## src/rtl/uart_pkg.sv

```systemverilog
// Shared UART definitions: FSM encoding and frame constants,
// common to uart_transmitter and uart_receiver.
package uart_pkg;

    typedef enum logic [1:0] {
        IDLE  = 2'd0,
        START = 2'd1,
        DATA  = 2'd2,
        STOP  = 2'd3
    } uart_state_e;

    localparam int DEFAULT_CLKS_PER_BIT = 104;
    localparam int DATA_BITS            = 8;

endpackage

```

## src/rtl/uart_tx_fifo.sv

```systemverilog
// Synchronous FIFO for the transmit path; pointers wrap naturally,
// occupancy counter is one bit wider than the pointers.
module uart_tx_fifo #(
    parameter int WIDTH = 8,
    parameter int DEPTH = 4
) (
    input  logic             clk,
    input  logic             rst,
    input  logic             push,
    input  logic [WIDTH-1:0] din,
    input  logic             pop,
    output logic [WIDTH-1:0] dout,
    output logic             full,
    output logic             empty
);

    localparam int AW = $clog2(DEPTH);
    localparam logic [AW:0] FULL_CNT = DEPTH[AW:0];

    logic [WIDTH-1:0] mem [DEPTH];
    logic [AW-1:0]    wr_ptr;
    logic [AW-1:0]    rd_ptr;
    logic [AW:0]      count;
    logic             do_push;
    logic             do_pop;

    assign do_push = push && !full;
    assign do_pop  = pop && !empty;
    assign full    = (count == FULL_CNT);
    assign empty   = (count == '0);
    assign dout    = mem[rd_ptr];

    always_ff @(posedge clk) begin
        if (!rst) begin
            wr_ptr <= '0;
            rd_ptr <= '0;
            count  <= '0;
        end else begin
            if (do_push)
                wr_ptr <= wr_ptr + AW'(1);
            if (do_pop)
                rd_ptr <= rd_ptr + AW'(1);
            if (do_push && !do_pop)
                count <= count + (AW+1)'(1);
            else if (do_pop && !do_push)
                count <= count - (AW+1)'(1);
        end
    end

    always_ff @(posedge clk) begin
        if (rst && do_push)
            mem[wr_ptr] <= din;
    end

endmodule

```

## src/rtl/uart_transmitter.sv

```systemverilog
// 8N1 UART transmitter: byte FIFO in front of a start/data/stop
// shift FSM; back-to-back frames when the FIFO stays non-empty.
module uart_transmitter
    import uart_pkg::*;
#(
    parameter int CLKS_PER_BIT = DEFAULT_CLKS_PER_BIT,
    parameter int FIFO_DEPTH   = 4
) (
    input  logic       clk,
    input  logic       rst,
    input  logic [7:0] data_in,
    input  logic       data_valid,
    output logic       ready,
    output logic       tx,
    output logic       busy
);

    localparam int TW = $clog2(CLKS_PER_BIT);
    localparam logic [TW-1:0] BIT_LAST = TW'(CLKS_PER_BIT - 1);
    localparam logic [2:0]    IDX_LAST = 3'(DATA_BITS - 1);

    uart_state_e          state;
    logic [TW-1:0]        timer;
    logic [2:0]           idx;
    logic [DATA_BITS-1:0] shift;
    logic                 tx_q;
    logic                 rst_done;

    logic [DATA_BITS-1:0] fifo_dout;
    logic                 full;
    logic                 empty;
    logic                 push;
    logic                 pop;
    logic                 bit_done;

    assign bit_done = (timer == BIT_LAST);
    assign push     = data_valid && ready;
    assign pop      = !empty &&
                      ((state == IDLE) || (state == STOP && bit_done));

    // ready held low through the reset cycle, up from the next one
    assign ready = rst_done && !full;
    assign busy  = (state != IDLE) || !empty;
    assign tx    = tx_q;

    uart_tx_fifo #(
        .WIDTH (DATA_BITS),
        .DEPTH (FIFO_DEPTH)
    ) u_fifo (
        .clk   (clk),
        .rst   (rst),
        .push  (push),
        .din   (data_in),
        .pop   (pop),
        .dout  (fifo_dout),
        .full  (full),
        .empty (empty)
    );

    always_ff @(posedge clk) begin
        if (!rst) begin
            state    <= IDLE;
            timer    <= '0;
            idx      <= '0;
            shift    <= '0;
            tx_q     <= 1'b1;
            rst_done <= 1'b0;
        end else begin
            rst_done <= 1'b1;
            unique case (state)
                IDLE: begin
                    tx_q <= 1'b1;
                    if (!empty) begin
                        shift <= fifo_dout;
                        timer <= '0;
                        tx_q  <= 1'b0;
                        state <= START;
                    end
                end
                START: begin
                    if (bit_done) begin
                        timer <= '0;
                        idx   <= '0;
                        tx_q  <= shift[0];
                        state <= DATA;
                    end else begin
                        timer <= timer + TW'(1);
                    end
                end
                DATA: begin
                    if (bit_done) begin
                        timer <= '0;
                        if (idx == IDX_LAST) begin
                            tx_q  <= 1'b1;
                            state <= STOP;
                        end else begin
                            idx   <= idx + 3'd1;
                            shift <= {1'b0, shift[DATA_BITS-1:1]};
                            tx_q  <= shift[1];
                        end
                    end else begin
                        timer <= timer + TW'(1);
                    end
                end
                STOP: begin
                    if (bit_done) begin
                        timer <= '0;
                        if (!empty) begin
                            shift <= fifo_dout;
                            tx_q  <= 1'b0;
                            state <= START;
                        end else begin
                            tx_q  <= 1'b1;
                            state <= IDLE;
                        end
                    end else begin
                        timer <= timer + TW'(1);
                    end
                end
                default: state <= IDLE;
            endcase
        end
    end

endmodule

```

## config.mk

```make
export PLATFORM = sky130hd
export DESIGN_NAME = uart_transmitter
export DESIGN_NICKNAME = d
export VERILOG_FILES = /design/src/rtl/uart_pkg.sv /design/src/rtl/uart_tx_fifo.sv /design/src/rtl/uart_transmitter.sv
export SDC_FILE = /design/constraint.sdc
export NUM_CORES = 1
export LEC_CHECK = 0
export CAP_MARGIN = 20
export CORE_MARGIN = 2
export CORE_UTILIZATION = 56
export CTS_CLUSTER_DIAMETER = 30
export DETAILED_ROUTE_END_ITERATION = 8
export PLACE_DENSITY = 0.73
export SLEW_MARGIN = 20
export SYNTH_ARGS = -nofsm -noshare
export SYNTH_HDL_FRONTEND = slang
export SYNTH_SLANG_ARGS = --single-unit
```

## constraint.sdc

```tcl
create_clock -name clk -period 3.6 [get_ports clk]
set_input_delay 0.72 -clock clk [delete_from_list [all_inputs] [get_ports clk]]
set_output_delay 0.72 -clock clk [all_outputs]
set_load 0.05 [all_outputs]
```

After elaboration in Yosys (flattened, before gate mapping)
Memory sizes are Yosys's and may differ from the RTL's. A register that Yosys moved wholly into a read port is not among the register bits.
Cells that the tools add are included.
W data, S select, Z words.
{"block": "op_classes", "add_sub_neg": 6, "n_eq_ne": 12, "n_mux": 32, "reduce_logical": 26}
{"op": "$mux W8", "count": 4}
{"op": "$pmux W8 S3", "count": 1}
{"op": "$mux W3", "count": 5}
{"op": "$mux W2", "count": 7}
{"op": "$mux W7", "count": 2}
{"op": "$pmux W7 S2", "count": 1}
{"op": "$ne A2 B2 Y1 const B", "count": 6}
{"op": "$logic_and A1 B1 Y1", "count": 9}
{"op": "$mux W1", "count": 9}
{"op": "$pmux W2 S4", "count": 1}
{"op": "$reduce_and A4 Y1", "count": 2}
{"op": "$add A7 B1 Y7 const B", "count": 1}
{"op": "$eq A7 B7 Y1 const B", "count": 1}
{"op": "$add A3 B1 Y3 const B", "count": 2}
{"op": "$eq A3 B3 Y1 const B", "count": 2}
{"op": "$pmux W3 S2", "count": 1}
{"op": "$reduce_bool A2 Y1", "count": 3}
{"op": "$reduce_and A5 Y1", "count": 1}
{"op": "$add A2 B1 Y2 const B", "count": 2}
{"op": "$eq A2 B2 Y1 const B", "count": 2}
{"op": "$logic_not A1 Y1", "count": 4}
{"op": "$pmux W1 S4", "count": 1}
{"op": "$logic_not A3 Y1", "count": 1}
{"op": "$reduce_and A3 Y1", "count": 1}
{"op": "6 further kinds", "count": 7}
{"block": "totals", "regBits": 29, "ramBits": 32, "in_bits": 11, "out_inout_bits": 3, "wordCells": 86, "memories": 1}
{"name": "u_fifo.mem", "depth": 4, "width": 8, "rd": 1, "rd_ports_with_merged_regs": 1, "wr": 1, "line_no": "uart_tx_fifo.sv:20", "rtl": "logic [WIDTH-1:0] mem [DEPTH];"}

Longest topological paths before layout
Gate-level depths: netlist of the first run.
{"block": "logic_depth", "ltp_word": 9, "ltp_mapped": 11, "mapped_depth_nobuf": 10}

Modules after synthesis
Synthesis of the first run repeated with hierarchy kept, for this count alone.
{"block": "unflattened", "hier_cells": 235, "hier_area_um2": 2939.1}
{"mod": "uart_tx_fifo", "instances": 1, "cells_each": 90, "area_per_inst_um2": 1639.1, "seq_area_each_um2": 1141.1}
{"mod": "uart_transmitter", "instances": 1, "cells_each": 145, "area_per_inst_um2": 1300.0, "seq_area_each_um2": 440.4}

Least setup slack after synthesis of the first run
OpenSTA, ideal clock, no wires.
{"block": "synth_timing", "path_kind": "reg-to-reg", "start": "reg timer[0]", "end": "reg u_fifo.count[2]", "setup_time_ns": 0.073, "t_arrival_ns": 2.320, "required_ns": 3.527, "path_slack_ns": 1.208, "stages_incl_launch_ff": 12, "n_path_buf": 1, "synth_period_minus_slack_ns": 2.392, "path_cell_list": "dfxtp_1 > ha_1 > and2_1 > buf_2 > a31oi_4 > or2_2 > ha_1 > inv_1 > fa_1 > xor2_1 > or3_1 > a21oi_1"}
{"block": "synth_between", "elab_chain_len": 8, "elab_cells_between_ends": 10, "cone_classes": "1 x eq/ne; 1 x mux; 8 x reduce/logical"}
{"item": "start: declaration", "line_no": "uart_transmitter.sv:23", "rtl": "logic [TW-1:0] timer;"}
{"item": "start signal: assignment", "line_no": "uart_transmitter.sv:87", "rtl": "timer <= timer + TW'(1);"}
{"item": "start signal: assignment", "line_no": "uart_transmitter.sv:102", "rtl": "timer <= timer + TW'(1);"}
{"item": "start signal: assignment", "line_no": "uart_transmitter.sv:117", "rtl": "timer <= timer + TW'(1);"}
{"item": "$eq A7 B7 Y1 (*)", "line_no": "uart_transmitter.sv:36", "rtl": "assign bit_done = (timer == BIT_LAST);"}
{"item": "$logic_and A1 B1 Y1 (*)", "line_no": "uart_transmitter.sv:39", "rtl": "((state == IDLE) || (state == STOP && bit_done));"}
{"item": "$logic_or A1 B1 Y1 (*)", "line_no": "uart_transmitter.sv:39"}
{"item": "$logic_and A1 B1 Y1 (*)", "line_no": "uart_transmitter.sv:38", "rtl": "assign pop = !empty &&"}
{"item": "$logic_and A1 B1 Y1 (*)", "line_no": "uart_tx_fifo.sv:28", "rtl": "assign do_pop = pop && !empty;"}
{"item": "$logic_not A1 Y1", "line_no": "uart_tx_fifo.sv:43", "rtl": "if (do_push && !do_pop)"}
{"item": "$logic_and A1 B1 Y1", "line_no": "uart_tx_fifo.sv:43"}
{"item": "$mux W3 / $reduce_bool A2 Y1 (equally long branches)"}
{"item": "end signal: assignment", "line_no": "uart_tx_fifo.sv:44", "rtl": "count <= count + (AW+1)'(1);"}
{"item": "end signal: assignment", "line_no": "uart_tx_fifo.sv:46", "rtl": "count <= count - (AW+1)'(1);"}
{"item": "end: declaration", "line_no": "uart_tx_fifo.sv:23", "rtl": "logic [AW:0] count;"}
Mark *: on every way between the ends. The rest lies on a longest branch, timed or not.
A chain may end at the register's enable or synchronous reset.

Final worst setup path of the first run
{"block": "layout_timing", "start": "reg state[0]", "end": "out busy"}
{"block": "layout_between", "elab_chain_len": 2}
{"item": "start: declaration", "line_no": "uart_transmitter.sv:22", "rtl": "uart_state_e state;"}
{"item": "start signal: assignment", "line_no": "uart_transmitter.sv:62", "rtl": "state <= IDLE;"}
{"item": "start signal: assignment", "line_no": "uart_transmitter.sv:77", "rtl": "state <= START;"}
{"item": "start signal: assignment", "line_no": "uart_transmitter.sv:85", "rtl": "state <= DATA;"}
{"item": "$reduce_bool A2 Y1", "line_no": "uart_transmitter.sv:43", "rtl": "assign busy = (state != IDLE) || !empty;"}
{"item": "$logic_or A1 B1 Y1", "line_no": "uart_transmitter.sv:43"}
{"item": "end: declaration", "line_no": "uart_transmitter.sv:15", "rtl": "output logic busy"}
No other way between the ends.

==> flow_summary.toml, run 1 <==
[final_layout]
fin_util_pct = 64.19
nNetsFinal = 269
syn2layout_area_growth_pct = 12.23
drive_above_1_share_pct = 14.46
fill_cells = 426
diodes = 0

[timing]
drv_slew = 0
worstMarginPinSlew_ns = 0.5867
hold-worst-slack_ns = 0.4597
setup_tns_ns = 0
slew_headroom_pct = 60.88
setup_viol = 0
rsz0062_at_grt = "no"
hold_viol = 0
fin_ws_ns = 0.3356
fin_crit_ns = 3.264
skew_ns = 0.01009
max_clock_freq_mhz = 306.3
post-route-period-util_pct = 90.68

[detailed_routing]
ant_nets = 0
first_pass_iters = 4
wire_per_inst_um = 14.25
vias_per_cell = 5.401
wl_um = 4546
drcViolationCount = 0
dr.first_iter.drc_count = 64
dr_total_vias = 1723

[cts]
cts_max_level = 3
cts_buffer_depth = 2
cts_resized = 0
postCtsSetupBuffers = 0
cts_root_buf = "clkbuf_8"
cts_hold_buffers = 0
clock-sinks = 63
clk_latency_ns = 0.34
cts_tree = "built"
clk_pin_slew_worst_paths_ns = 0.07
cts_buffers = 9

[die]
ios = 14
start_util_pct = 57.19
die_y_um = 75.53
rows = 26
die_area_sq_mm = 0.005705
die_x_um = 75.53
placeableCoreArea_sq_mm = 0.005010

[power]
peakVddDrop_mv = 0.4599
pwr_density_cell_mw_per_mm2 = 689.4
total_leakage_power_nw = 1.144
finalPower_mw = 2.217

[logic_synthesis]
synth_edf_count = 32
synth.distinct_cells = 49
syn_avg_cell_area_sq_um = 12.51
syn-cell-area_sq_mm = 0.002865
synth_common_cells = "32 x edfxtp_1, 31 x dfxtp_1, 25 x nand2_1, 13 x ha_1, 13 x mux2i_1"
synthTopCellsByArea = "edfxtp_1 34%, dfxtp_1 22%, mux4_2 6.3%"
syn_nets = 254
synth.top_cell.area_share_pct = 33.54
synth_most_common_cell = "edfxtp_1"
yosys.area.top_type = "edfxtp_1"
yosysSeqAreaShare_pct = 55.20
synth-main-ff-cell = "edfxtp_1"
async_reset_ff_share_pct = 0
yosysWarnings = 0
ys_ff_latch = 63
netlist_instances = 229

[worst_setup_path]
crit_required_ns = 2.88
path_class = "flop to output pin"
cp-start-kind = "flop"
cp_slowest_cell = "clkdlybuf4s50_1"
worstPathArrival_ns = 2.54
cp-end-kind = "output pin"
slowest_delay_ns = 0.78
rr_worst_depth = 10
crit_fanout = 8
cp_cell_sequence = "inv_1, ha_1, nor4b_4, clkinv_1, clkdlybuf4s50_1"

[placement]
routabilityCongestion = 0.7878
hpwl_um = 3179
pre_cts_ws_ns = 0.6938
portBuffers = 13

[grt]
antenna_found_initial = 0
overflow = 0
grt_max_degree = 35
grt_pass1_wl_um = 7576
grt_usage_pct = 18.51
grt_pass1_vias = 1668

[flow_run]
maxCapViolCount = 0

[outcome]
outcome = "completed"

[worst_hold_path]
hp-class = "flop to flop"
hold_depth = 2
cell type report:
type / count / area (sq um) / share of cell area, %
multi-input cells: 146 / 1195 / 37.16
flip-flops and latches: 63 / 1582 / 49.18
clock inverters: 7 / 48.80 / 1.518
repair buffers: 15 / 145.1 / 4.514
well taps: 70 / 87.58 / 2.724
clock buffers: 9 / 123.9 / 3.852
inverters: 9 / 33.78 / 1.051
registers in the layout, indices dropped and copies added, names as in the netlist, named ones only:
name / cells
rst_done: 1
timer: 7
u_fifo.wr_ptr: 2
idx: 3
state: 2
shift: 8
u_fifo.rd_ptr: 2
tx: 1
u_fifo.mem: 32
u_fifo.count: 3
cells in the final DEF (no fill, tap or decap), types with 2 or more instances in the layout:
cell type	count
nand4_1	3
mux2i_1	13
nor3_1	2
mux4_2	8
edfxtp_1	32
and2_1	2
o211ai_1	2
clkbuf_8	9
nand2_1	25
nor2b_1	2
mux2_2	7
a21oi_1	8
nand3_1	5
dfxtp_1	31
buf_4	2
clkinvlp_4	3
clkinv_1	3
or3_1	2
xnor2_1	4
xor2_1	4
ha_1	13
inv_1	7
clkdlybuf4s50_1	13
nand3b_1	2
a31oi_1	2
and3_1	4
nor3b_1	2
nor2_1	12
o21ai_0	5
metrics by stage:
stage,instance area [sq um],cells
final,3216,319
after global routing,3216,319
after CTS,3216,319
after detailed placement,3043,303
after global placement,3043,303
after floorplan,2865,229
path summary, 6_finish.rpt:
kind | to | slack, ns | startpoint
min | shift[5] | 0.46 | shift[5]
max reg2reg | u_fifo.count[2] | 1.02 | timer[0]
max | busy | 0.34 | state[0]
min reg2reg | shift[5] | 0.46 | shift[5]
worst max-delay path, delay by kind of cell, from the launching register on:
kind / cells / cell delay, ns
AND/OR/NAND/NOR: 1 / 0.37
adder cells (fa/ha/maj): 1 / 0.23
buffers and inverters: 3 / 1.24
flip-flops: 1 / 0.36
where the power goes:
| part | leakage [nW] | total, mW | internal [mW] | switching (mW) |
|---|---|---|---|---|
| registers | 0.543 | 0.952 | 0.855 | 0.0977 |
| logic | 0.522 | 0.743 | 0.351 | 0.392 |
| clock network | 0.0793 | 0.522 | 0.249 | 0.273 |
routing by layer:
metal  vias to the layer above  track usage, %  routed length (um)
met5                         -               0                   0
met4                         0           7.407                  41
met2                        22           29.95                2238
li1                        873               -                   -
met1                       824           22.08                2094
met3                         4           7.672                 172
kinds of logic (layout without fill, tap and decap cells):
| kind of cell | count (synthesis) | after routing | synth area share, % |
|---|---|---|---|
| and+or+nand+nor | 68 | 68 | 12.49 |
| DFF | 63 | 63 | 55.20 |
| AOI/OAI and AO/OA | 28 | 28 | 6.812 |
| muxes | 28 | 28 | 13.58 |
| buffers and inverters | 20 | 40 | 3.101 |
| adders and majority gates | 14 | 14 | 6.376 |
| xor gates and xnor gates | 8 | 8 | 2.445 |
Note: power is estimated with default switching activity, not from simulation.
==> run 2, diff against run 1 <==
- CELL_PAD_IN_SITES_DETAIL_PLACEMENT: unset -> 1
- CELL_PAD_IN_SITES_GLOBAL_PLACEMENT: unset -> 1
- CORE_MARGIN: 2 -> unset
- CORE_UTILIZATION: 56 -> 55
- CTS_BUF_LIST: unset -> sky130_fd_sc_hd__clkbuf_2
- PLACE_DENSITY: 0.73 -> 0.85
==> flow_summary.toml, run 2 (synthesis results as in run 1) <==
[detailed_routing]
dr.first_iter.drc_count = 120
dr_total_vias = 1847
vias_per_cell = 5.845
drcViolationCount = 0
ant_nets = 0
first_pass_iters = 5
wire_per_inst_um = 19.97
wl_um = 6310

[placement]
pre_cts_ws_ns = 0.6388
dpl.cell_count = 300
routabilityCongestion = 0.9161
portBuffers = 13
hpwl_um = 4504
place_area_sq_mm = 0.003039

[timing]
fin_crit_ns = 3.174
worstMarginPinSlew_ns = 0.6319
hold-worst-slack_ns = 0.4776
drv_slew = 0
fin_ws_ns = 0.4260
rsz0062_at_grt = "no"
slew_headroom_pct = 57.87
setup_viol = 0
post-route-period-util_pct = 88.17
hold_viol = 0
skew_ns = 0.02638
max_clock_freq_mhz = 315.1
setup_tns_ns = 0

[flow_run]
maxCapViolCount = 0

[power]
peakVddDrop_mv = 0.3690
total_leakage_power_nw = 1.121
finalPower_mw = 2.142
pwr_density_cell_mw_per_mm2 = 683.2

[die]
die_y_um = 74.18
start_util_pct = 58.72
die_area_sq_mm = 0.005502
ios = 14
placeableCoreArea_sq_mm = 0.004880
die_x_um = 74.18
rows = 25

[final_layout]
nNetsFinal = 269
fill_cells = 483
final_cell_area_sq_mm = 0.003136
reg_top3 = "u_fifo.mem: 32 flops, shift: 8 flops, timer: 7 flops"
drive_above_1_share_pct = 14.86
final_common_cell = "edfxtp_1"
fin_util_pct = 64.26
top_register = "u_fifo.mem"
syn2layout_area_growth_pct = 9.432
mostFrequentLayoutCells = "32 x edfxtp_1, 31 x dfxtp_1, 25 x nand2_1"
largest_reg_flops = 32
stdcell_count = 316
diodes = 0

[worst_setup_path]
path_delay_family = "buffers and inverters"
crit_required_ns = 2.88
path_class = "flop to output pin"
slowest_delay_ns = 0.41
worstPathArrival_ns = 2.45
cp_slowest_cell = "dfxtp_1"
cp_cell_sequence = "inv_1, ha_1, nor4b_4, clkinv_1, dlymetal6s2s_1"
worst-path-buf-inv = 3
cp-start-kind = "flop"
crit_fanout = 8
cp-end-kind = "output pin"

[outcome]
outcome = "completed"

[cts]
cts_tree = "built"
cts_buffers = 9
cts_root_buf = "clkbuf_2"
cts_buffer_depth = 2
clock-sinks = 63
clk_pin_slew_worst_paths_ns = 0.20
cts_max_level = 3
clk_latency_ns = 0.51
cts_hold_buffers = 0

[grt]
grt_usage_pct = 26.52
overflow = 0
grt_pass1_wl_um = 10180
grt_pass1_vias = 2081
grt_max_degree = 35
antenna_found_initial = 0

[worst_hold_path]
hp-class = "flop to flop"
==> run 2: path summary, 6_finish.rpt <==
| path | slack (ns) | startpoint | cells past startpoint | to |
|---|---|---|---|---|
| worst max-delay path | 0.43 | state[0] | 5 | busy |
| worst min-delay path | 0.48 | idx[2] | 2 | idx[2] |
| worst max register to register | 0.94 | timer[0] | 10 | u_fifo.count[2] |
| worst min register to register | 0.48 | idx[2] | 2 | idx[2] |
==> run 2: report_power, final <==
| group | internal, mW | switching (mW) | leakage [nW] | total (mW) |
|---|---|---|---|---|
| clock | 0.0892 | 0.282 | 0.0503 | 0.371 |
| sequential | 0.854 | 0.113 | 0.543 | 0.967 |
| combinational | 0.356 | 0.448 | 0.528 | 0.804 |
| total | 1.30 | 0.843 | 1.12 | 2.14 |
==> run 2: routing by layer <==
layer	global-route usage, %	share of wire, %	vias up
li1	-	-	872
met1	31.20	43	924
met2	44.75	51	37
met3	6.233	3.1	14
met4	14.96	2.3	0
met5	0	0	-
==> run 2: worst register-to-register path, cell delays in order, from the launching register on <==
cell and delay, ns:
dfxtp_1 0.39, ha_1 0.25, and2_1 0.29, a31oi_4 0.27
or2_2 0.15, ha_1 0.17, inv_1 0.06, fa_1 0.37
xor2_1 0.17, or3_1 0.30, a21oi_1 0.16
==> run 2: cell type report <==
| class | count | area [sq um] | area share, % |
|---|---|---|---|
| clock buffers | 9 | 45.04 | 1.437 |
| clock inverters | 7 | 48.80 | 1.556 |
| flip-flops and latches | 63 | 1582 | 50.44 |
| repair buffers | 15 | 147.6 | 4.709 |
| well taps | 67 | 83.83 | 2.674 |
| multi-input cells | 146 | 1195 | 38.11 |
| inverters | 9 | 33.78 | 1.077 |
==> run 2: what timing repair did <==
item / 4_1_cts / 5_1_grt
resized for setup: 0 / 1
buffers inserted: 0 / 0
setup endpoints to repair: 0 / 1
==> run 3, diff against run 2 <==
- CORE_UTILIZATION: 55 -> 50
- PLACE_DENSITY: 0.85 -> 0.78
==> flow_summary.toml, run 3 (synthesis results as in run 1) <==
[power]
pwr_density_cell_mw_per_mm2 = 684.3
finalPower_mw = 2.171
peakVddDrop_mv = 0.3948
total_leakage_power_nw = 1.140

[grt]
top_usage_layer = "met2"
grt_max_degree = 35
met1_usage_pct = 25.16
grt_util_met3_pct = 5.412
antenna_found_initial = 0
grt_pass1_vias = 1816
grt_pass1_wl_um = 8873
overflow = 0
use_met2_pct = 31.24
grt_usage_pct = 19.70

[worst_setup_path]
r2r_end = "u_fifo.count[2]"
crit_fanout = 8
cp-end-kind = "output pin"
crit_required_ns = 2.88
r2r_setup_slack_ns = 0.93
cp-start-kind = "flop"
timing.rr.start = "timer[0]"
path_class = "flop to output pin"
worstPathArrival_ns = 2.33
rr_worst_depth = 10

[outcome]
outcome = "completed"

[timing]
fin_crit_ns = 3.053
drv_slew = 0
setup_viol = 0
max_clock_freq_mhz = 327.6
slew_headroom_pct = 59.50
hold_viol = 0
setup_tns_ns = 0
rsz0062_at_grt = "no"
hold-worst-slack_ns = 0.4816
skew_ns = 0.01917
worstMarginPinSlew_ns = 0.6074
post-route-period-util_pct = 84.80

[worst_hold_path]
hp-class = "flop to flop"
hold_path_end = "shift[0]"
hp-start = "shift[0]"
hold_depth = 2

[cts]
cts_buffers = 9
cts_max_level = 3
clk_pin_slew_worst_paths_ns = 0.19
clock-sinks = 63
clk_latency_ns = 0.48
cts_root_buf = "clkbuf_2"
cts_buffer_depth = 2
cts_tree = "built"

[final_layout]
area.sequential_sq_mm = 0.001582
mostFrequentLayoutCells = "32 x edfxtp_1, 31 x dfxtp_1, 25 x nand2_1"
diodes = 0
syn2layout_area_growth_pct = 10.74
multi_input_area_sq_mm = 0.001195
stdcell_count = 321
final_common_cell = "edfxtp_1"
drive_above_1_share_pct = 14.86
fill_cells = 552
largest_reg_flops = 32
nNetsFinal = 269
fin_util_pct = 57.62
reg_top3 = "u_fifo.mem: 32 flops, shift: 8 flops, timer: 7 flops"
top_register = "u_fifo.mem"

[detailed_routing]
wire_per_inst_um = 16.56
ant_nets = 0
vias_per_cell = 5.505
drcViolationCount = 0
dr.first_iter.drc_count = 59
first_pass_iters = 4
dr_total_vias = 1767
wl_um = 5316

[die]
ios = 14
start_util_pct = 52.03
die_y_um = 77.70
placeableCoreArea_sq_mm = 0.005507
rows = 27
die_area_sq_mm = 0.006037
die_x_um = 77.70

[placement]
routabilityCongestion = 0.7434
hpwl_um = 3738
portBuffers = 13
dpl.cell_count = 305

[flow_run]
maxCapViolCount = 0
run 3: cell types whose count changed in the layout (fill, tap and decap cells not counted), sizes merged:
cell	previous run	this run
bufinv	0	1
inv	8	9
clkinvlp	4	2
run 3: area by class of cell:
| class | instances | share of cell area (%) |
|---|---|---|
| Inverter | 9 | 1.065 |
| Sequential cell | 63 | 49.84 |
| Clock buffer | 9 | 1.420 |
| Multi-Input combinational cell | 146 | 37.66 |
| Timing Repair Buffer | 15 | 4.653 |
| Tap cell | 72 | 2.839 |
| Clock inverter | 7 | 2.524 |
run 3: critical path, cell delays in order, from the launching register on:
cell and delay, ns:
dfxtp_1 0.39, inv_1 0.13, ha_1 0.22, nor4b_4 0.39
clkinv_1 0.33, dlymetal6s2s_1 0.40
run 3: per-stage QoR:
stage                     area (sq um)  setup WS (ns)
after detailed placement          3045         0.6757
after global routing              3173         0.3713
after CTS                         3171         0.1333
final                             3173         0.5471
after floorplan                   2865          1.208
after global placement            3045         0.7316
run 3: where the power goes:
| part | switching, mW | leakage, nW | internal, mW |
|---|---|---|---|
| combinational | 0.413 | 0.528 | 0.352 |
| clock | 0.287 | 0.0691 | 0.167 |
| sequential | 0.0983 | 0.543 | 0.854 |
| total | 0.798 | 1.14 | 1.37 |
run 3: per-layer routing:
| metal | up-vias | part of all wire, % |
|---|---|---|
| met4 | 0 | 2.1 |
| met3 | 13 | 2.3 |
| li1 | 867 | - |
| met1 | 865 | 47 |
| met2 | 22 | 49 |
| met5 | - | 0 |
run 3: worst max path at each step:
stage | startpoint | end | slack (ns) | depth (start not counted)
global placement | state[0] | busy | 0.73 | 5
finish | state[0] | busy | 0.55 | 5
global route | state[0] | busy | 0.37 | 5
CTS | state[0] | busy | 0.13 | 5
floorplan | timer[0] | u_fifo.count[2] | 1.21 | 11
detailed placement | state[0] | busy | 0.68 | 5
run 3: what timing repair did:
action	4_1_cts	5_1_grt
hold buffers	0	0
endpoints found under the setup margin	0	1
setup buffers	0	0
gates resized for setup	0	1
